<file path="config.mk">
export PLATFORM = sky130hd
export DESIGN_NAME = memory_responder
export DESIGN_NICKNAME = d
export VERILOG_FILES = /design/src/rtl/memory_responder.sv
export SDC_FILE = /design/constraint.sdc
export NUM_CORES = 1
export LEC_CHECK = 0
export CELL_PAD_IN_SITES_DETAIL_PLACEMENT = 1
export CELL_PAD_IN_SITES_GLOBAL_PLACEMENT = 2
export CORE_ASPECT_RATIO = 1.25
export CORE_MARGIN = 2
export CORE_UTILIZATION = 22
export CTS_CLUSTER_DIAMETER = 120
export DETAILED_ROUTE_END_ITERATION = 7
export GPL_ROUTABILITY_DRIVEN = 0
export PLACE_DENSITY_LB_ADDON = 0.1
export SKIP_LAST_GASP = 1
export SYNTH_ARGS = -nofsm -noshare
export SYNTH_HDL_FRONTEND = slang
export SYNTH_SLANG_ARGS = --single-unit
export TNS_END_PERCENT = 10
</file>
<file path="constraint.sdc">
create_clock -name clock -period 2.25 [get_ports clock]
set_input_delay 0.45 -clock clock [delete_from_list [all_inputs] [get_ports clock]]
set_output_delay 0.45 -clock clock [all_outputs]
set_load 0.01 [all_outputs]
</file>
<file path="src/rtl/memory_responder.sv">
// Far-end data-memory responder: arbitrates store/load requests onto one
// word-wide memory port with wait states, timeout abort and one completion pulse.
module memory_responder #(
  parameter int MEM_ADDRESS_WIDTH = 30,
  parameter int TIMEOUT_CYCLES    = 255
) (
  input  logic                         clock,
  input  logic                         reset,
  input  logic                         address_enable,
  input  logic [31:0]                  address,
  input  logic [31:0]                  data,
  output logic                         data_valid,
  input  logic                         read_enable,
  input  logic [31:0]                  read_address,
  output logic [31:0]                  read_data,
  output logic                         read_valid,
  output logic                         bus_error,
  output logic                         mem_request,
  output logic                         mem_write,
  output logic [MEM_ADDRESS_WIDTH-1:0] mem_address,
  output logic [31:0]                  mem_write_data,
  input  logic [31:0]                  mem_read_data,
  input  logic                         mem_ready
);

  localparam int CW = (TIMEOUT_CYCLES > 0) ? $clog2(TIMEOUT_CYCLES + 1) : 1;

  typedef enum logic [1:0] {IDLE, WRITE, READ, RESPOND} state_e;

  state_e                       state_q, state_d;
  logic [CW-1:0]                cnt_q, cnt_d;
  logic                         req_q, req_d;
  logic                         wr_q, wr_d;
  logic [MEM_ADDRESS_WIDTH-1:0] addr_q, addr_d;
  logic [31:0]                  wdata_q, wdata_d;
  logic [31:0]                  rdata_q, rdata_d;
  logic                         dv_q, dv_d;
  logic                         rv_q, rv_d;
  logic                         berr_q, berr_d;
  logic                         busy, timeout_hit, done;

  assign busy        = (state_q == WRITE) || (state_q == READ);
  assign timeout_hit = (TIMEOUT_CYCLES != 0) && (cnt_q == CW'(TIMEOUT_CYCLES));
  assign done        = busy && (mem_ready || timeout_hit);

  // Byte-offset and out-of-range address bits are intentionally dropped.
  logic unused_addr_bits;
  if (MEM_ADDRESS_WIDTH < 30) begin : g_hi_unused
    assign unused_addr_bits = ^{address[1:0], read_address[1:0],
                                address[31:MEM_ADDRESS_WIDTH+2],
                                read_address[31:MEM_ADDRESS_WIDTH+2]};
  end else begin : g_lo_unused
    assign unused_addr_bits = ^{address[1:0], read_address[1:0]};
  end

  always_ff @(posedge clock) begin
    if (reset) begin
      state_q <= IDLE;
      cnt_q   <= '0;
      req_q   <= 1'b0;
      wr_q    <= 1'b0;
      addr_q  <= '0;
      wdata_q <= '0;
      rdata_q <= '0;
      dv_q    <= 1'b0;
      rv_q    <= 1'b0;
      berr_q  <= 1'b0;
    end else begin
      state_q <= state_d;
      cnt_q   <= cnt_d;
      req_q   <= req_d;
      wr_q    <= wr_d;
      addr_q  <= addr_d;
      wdata_q <= wdata_d;
      rdata_q <= rdata_d;
      dv_q    <= dv_d;
      rv_q    <= rv_d;
      berr_q  <= berr_d;
    end
  end

  always_comb begin
    state_d = state_q;
    case (state_q)
      IDLE: begin
        if (address_enable)   state_d = WRITE;
        else if (read_enable) state_d = READ;
      end
      WRITE, READ: if (done) state_d = RESPOND;
      RESPOND:     state_d = IDLE;
      default:     state_d = IDLE;
    endcase
  end

  // Next values of the registered outputs, so every port comes straight from a flop.
  always_comb begin
    cnt_d   = cnt_q;
    req_d   = req_q;
    wr_d    = wr_q;
    addr_d  = addr_q;
    wdata_d = wdata_q;
    rdata_d = rdata_q;
    dv_d    = 1'b0;
    rv_d    = 1'b0;
    berr_d  = 1'b0;
    case (state_q)
      IDLE: begin
        cnt_d = '0;
        if (address_enable) begin
          req_d   = 1'b1;
          wr_d    = 1'b1;
          addr_d  = address[MEM_ADDRESS_WIDTH+1:2];
          wdata_d = data;
        end else if (read_enable) begin
          req_d  = 1'b1;
          wr_d   = 1'b0;
          addr_d = read_address[MEM_ADDRESS_WIDTH+1:2];
        end
      end
      WRITE, READ: begin
        if (done) begin
          req_d  = 1'b0;
          dv_d   = (state_q == WRITE);
          rv_d   = (state_q == READ);
          berr_d = !mem_ready;
          if (state_q == READ) rdata_d = mem_ready ? mem_read_data : 32'h0;
        end else begin
          cnt_d = cnt_q + CW'(1);
        end
      end
      default: ;
    endcase
  end

  assign mem_request    = req_q;
  assign mem_write      = wr_q;
  assign mem_address    = addr_q;
  assign mem_write_data = wdata_q;
  assign read_data      = rdata_q;
  assign data_valid     = dv_q;
  assign read_valid     = rv_q;
  assign bus_error      = berr_q;

endmodule

</file>
==> results list, run 1 <==
- FF-to-FF setup slack: 0.32 ns
- Timing would allow up to 519 MHz.
- Slowest stage cell on the critical path: sky130_fd_sc_hd__ha_1
* Total clock buffers created by CTS: 9
* Longest individual stage delay on the worst path: 0.49 ns
- Horiz. Die Dim: 128 µm
- The internal portion of the total power is 4480 µW.
- The via count of the first global-routing pass is 4105.
- Setup violations remaining at the end of the flow were counted as 0.
- The region available for standard cell placement spans 18800 µm².
* Skew final: 0.0180 ns
- The repair_antennas step left the layout with diodes totalling 0.
- TritonCTS built the clock tree.
* Dominant cells by area after synthesis: sky130_fd_sc_hd__dfxtp_1 (51%), sky130_fd_sc_hd__mux2i_1 (7.3%), sky130_fd_sc_hd__nand2_1 (6.3%)
- Maximum number of pins on one net before global-route repair: 61
- Overall overflow remaining after global route: 0
- Yosys printed 0 warnings.
- Library cell used as clock root buffer: sky130_fd_sc_hd__clkbuf_16
- Nets: 790
* Number of distinct standard cells referenced by the synthesized netlist: 37
- Gate family responsible for the most delay along the worst path: simple AND/OR/NAND/NOR gates
* Setup repair after global routing missed its margin: false
- Vias per cell: 4.50
- Seq cells post-synth: 109
- Fin crit share: 85.6%
* Part of the power in the clock network: 25.4%
- Power per cell area: 952 nW/µm²
* Number of max-slew violations in the final report: 0
- Summed over all cells, the static leakage comes to 0.00263 µW.
- The path with the worst hold slack has its endpoint at bus_error.
- The flow ran to the end, and the final reports show no timing, DRC or antenna violations.
- Length of the first detailed-routing pass in iterations: 4
- Final Util: 37.6%
* Share of synthesized area occupied by flip-flops and latches: 51.3%
- The post-route netlist has 9.44% of its cells at a drive strength greater than 1.
* Async set-or-reset flop fraction in the synthesized netlist: 0%
- Fin crit period: 1.93 ns
* GRT Resource Usage Total: 13.4%
* Synthesized netlist net count: 578
- Counting cells, the worst reg-to-reg path comes to 6.
- The startpoint identified for the worst hold timing path is reset.
- Area share of the largest cell type after synthesis: 51.3%
* Max-capacitance violation count: 0
- In this run the critical register-to-register path is captured at cnt_q[7].
- Worst path arrival time: 2.19 ns
* Boundary Pins: 232
* Post-CTS repair timing setup buffer count: 0
* Main flop type after synthesis: sky130_fd_sc_hd__dfxtp_1
- After routing, the total negative slack on setup checks comes to 0 ns.
- The detail route stage leaves a number of antenna-violating nets equal to 0.
- Detailed Place HPWL: 10200 µm
* Number of hold buffers added after cts: 0
* Switching power of the nets: 2270 µW
- In this run the core area contains 56 standard-cell rows.
* Hold/Removal Path Class: input pin to flop
- Buffers on Ports: 227
* Total routed wirelength: 13900 µm
- Biggest area consumer among synthesized cells: sky130_fd_sc_hd__dfxtp_1
- The number of gates resized after CTS was 0.
* Critical path startpoint: state_q[1]
- Number of buffers and inverters on the critical path: 1
* Most common cell in the synthesized netlist: sky130_fd_sc_hd__dfxtp_1
* Worst EP required: 2.51 ns
* Clock latency reported for the late side of the worst-skew pair: 0.36 ns
- WL/cell: 15.6 µm
* Number of filler instances in the final layout: 2160
- The first global-routing pass estimated 21900 µm of wire.
- Summing every instance area after synthesis gives 4260 µm².
* Most frequent cells after synthesis: sky130_fd_sc_hd__dfxtp_1 (109), sky130_fd_sc_hd__nand2_1 (72), sky130_fd_sc_hd__a21oi_1 (41)
- Violation count after the first detailed-routing iteration: 114
- Combinational cells account for 37.8% of the total power.
- Proportion of power drawn by flip-flops and latches: 36.8%
* Reg-to-Reg Start: state_q[1]
- The worst hold path passes through 2 cells.
- Detailed-route DRC error count: 0
- The number of antenna violations at the first check in global routing was 1.
* Worst vdd rail ir drop: 0.426 mV
- DIE HEIGHT: 160 µm
* Slew at the pin closest to its max-slew limit: 0.480 ns
- Yosys mapped a number of flops with a built-in enable equal to 0.
- Launching element type of the critical path: flop
- H-tree lvl count: 3
- Averaged over all synthesized cells, the footprint is 9.67 µm².
- Crit end category: flop
* Synthesized instance count: 440
- Classification of the worst setup path: flop to flop
* Cell breakdown of the critical path: inv_1, ha_1, and4b_1, and4_1, a31oi_1, a311oi_1
- Floorplan die area: 20500 µm²
- Net switching is 33.7% of the power.
* Area added between synthesis and finish: 66.5%
- After clock tree synthesis, the clock-pin slew on the worst setup and hold paths is 0.08 ns.
* Worst rel slew slack: 68.0%
- Starting Density: 22.6%
* Final Hold Vio Count: 0
- Of all nets on the critical path, the largest fanout is 10.
- Clock tree sinks: 109
- For this block, the via count after detailed routing is 4002.
- Counting along the longest clock path gives a buffer depth of 2.
-- cell usage in the layout, fill, tap and decap left out, drive strengths merged --
master and count:
bufinv 1, nor2b 2, nor3 3, xnor2 1, and3 1, dfxtp 109, and4 2, clkinv 3
a31oi 3, a21o 2, mux2 1, buf 11, nand4 2, clkdlybuf4s50 225, a311oi 6, nor3b 1
and2 1, nor4 1, mux2i 31, nand2b 4, o21ai 6, a211oi 33, nand3 6, a21oi 41
a22o 32, and4b 1, inv 6, nand2 72, ha 5, nor2 35, nand3b 1, clkbuf 9
-- flip-flops by register name (all words and copies together) (netlist names) --
signal	cells
cnt_q	8
bus_error	1
read_data	32
state_q	2
mem_write_data	32
data_valid	1
read_valid	1
mem_request	1
mem_write	1
mem_address	30
-- cell type report --
| class | instances | area, µm² | area share [%] |
|---|---|---|---|
| Timing Repair Buffer | 236 | 2390 | 33.8 |
| Tap cell | 232 | 290 | 4.10 |
| Clock inverter | 7 | 90.1 | 1.27 |
| Multi-Input combinational cell | 293 | 1900 | 26.7 |
| Inverter | 3 | 11.3 | 0.159 |
| Sequential cell | 109 | 2180 | 30.8 |
| Clock buffer | 9 | 225 | 3.18 |
-- cell families after synthesis --
family / Yosys count / synth area share [%]
flip-flops: 109 / 51.3
XOR/XNOR: 1 / 0.206
buffers and inverters: 38 / 4.53
adder cells (fa/ha/maj): 5 / 1.47
multiplexers: 32 / 7.55
AND/OR/NAND/NOR: 132 / 13.5
AO/OA/AOI/OAI: 123 / 21.5
-- worst max-delay path by stage --
stage | end | slack [ns] | depth (start not counted)
floorplan | read_data[11] | 0.62 | 7
global placement | cnt_q[7] | 0.26 | 5
detailed placement | cnt_q[7] | 0.24 | 5
global route | cnt_q[7] | 0.11 | 6
CTS | cnt_q[7] | 0.31 | 6
finish | cnt_q[7] | 0.32 | 6
-- metal layers --
metal	GRT usage, %	vias up	wire, µm
li1	-	1988	-
met1	15.2	1868	5640
met2	23.0	133	6820
met3	4.77	13	1170
met4	4.50	0	217
met5	0	-	0
-- worst register-to-register path: cells and delay by family (launching register included) --
kind,cells,cell delay (ns)
compound gates,2,0.33
fa+ha+maj,1,0.49
buf+inv,1,0.09
flops,1,0.37
simple gates,2,0.56
-- metrics by stage --
stage               power [µW]  hold WS [ns]  instance area, µm²  setup WS, ns  std cells
finish                    6750         0.411                7090         0.323        889
global route              7220         0.415                7090         0.114        889
CTS                       6900         0.398                7090         0.313        889
detailed placement        5130         0.452                6770         0.238        873
global placement          5070         0.443                6770         0.257        873
floorplan                 3820         0.481                4260         0.625        440
-- power by group through the flow --
stage / logic [µW] / clock network (µW) / registers, µW
final: 2550 / 1710 / 2490
after global routing: 2820 / 1860 / 2540
after CTS: 2610 / 1790 / 2490
after detailed placement: 2600 / 0 / 2530
after global placement: 2560 / 0 / 2510
after floorplan: 1150 / 0 / 2670
Power figures use the tool's default switching activity.
==> run 2: changes to the inputs <==
--- a/config.mk
+++ b/config.mk
@@ -14,6 +14,7 @@
 export DETAILED_ROUTE_END_ITERATION = 7
 export GPL_ROUTABILITY_DRIVEN = 0
 export PLACE_DENSITY_LB_ADDON = 0.1
+export SKIP_CTS_REPAIR_TIMING = 1
 export SKIP_LAST_GASP = 1
 export SYNTH_ARGS = -nofsm -noshare
 export SYNTH_HDL_FRONTEND = slang
==> results of run 2 <==
No change in the layout: final DEF, timing and power equal those of run 1.
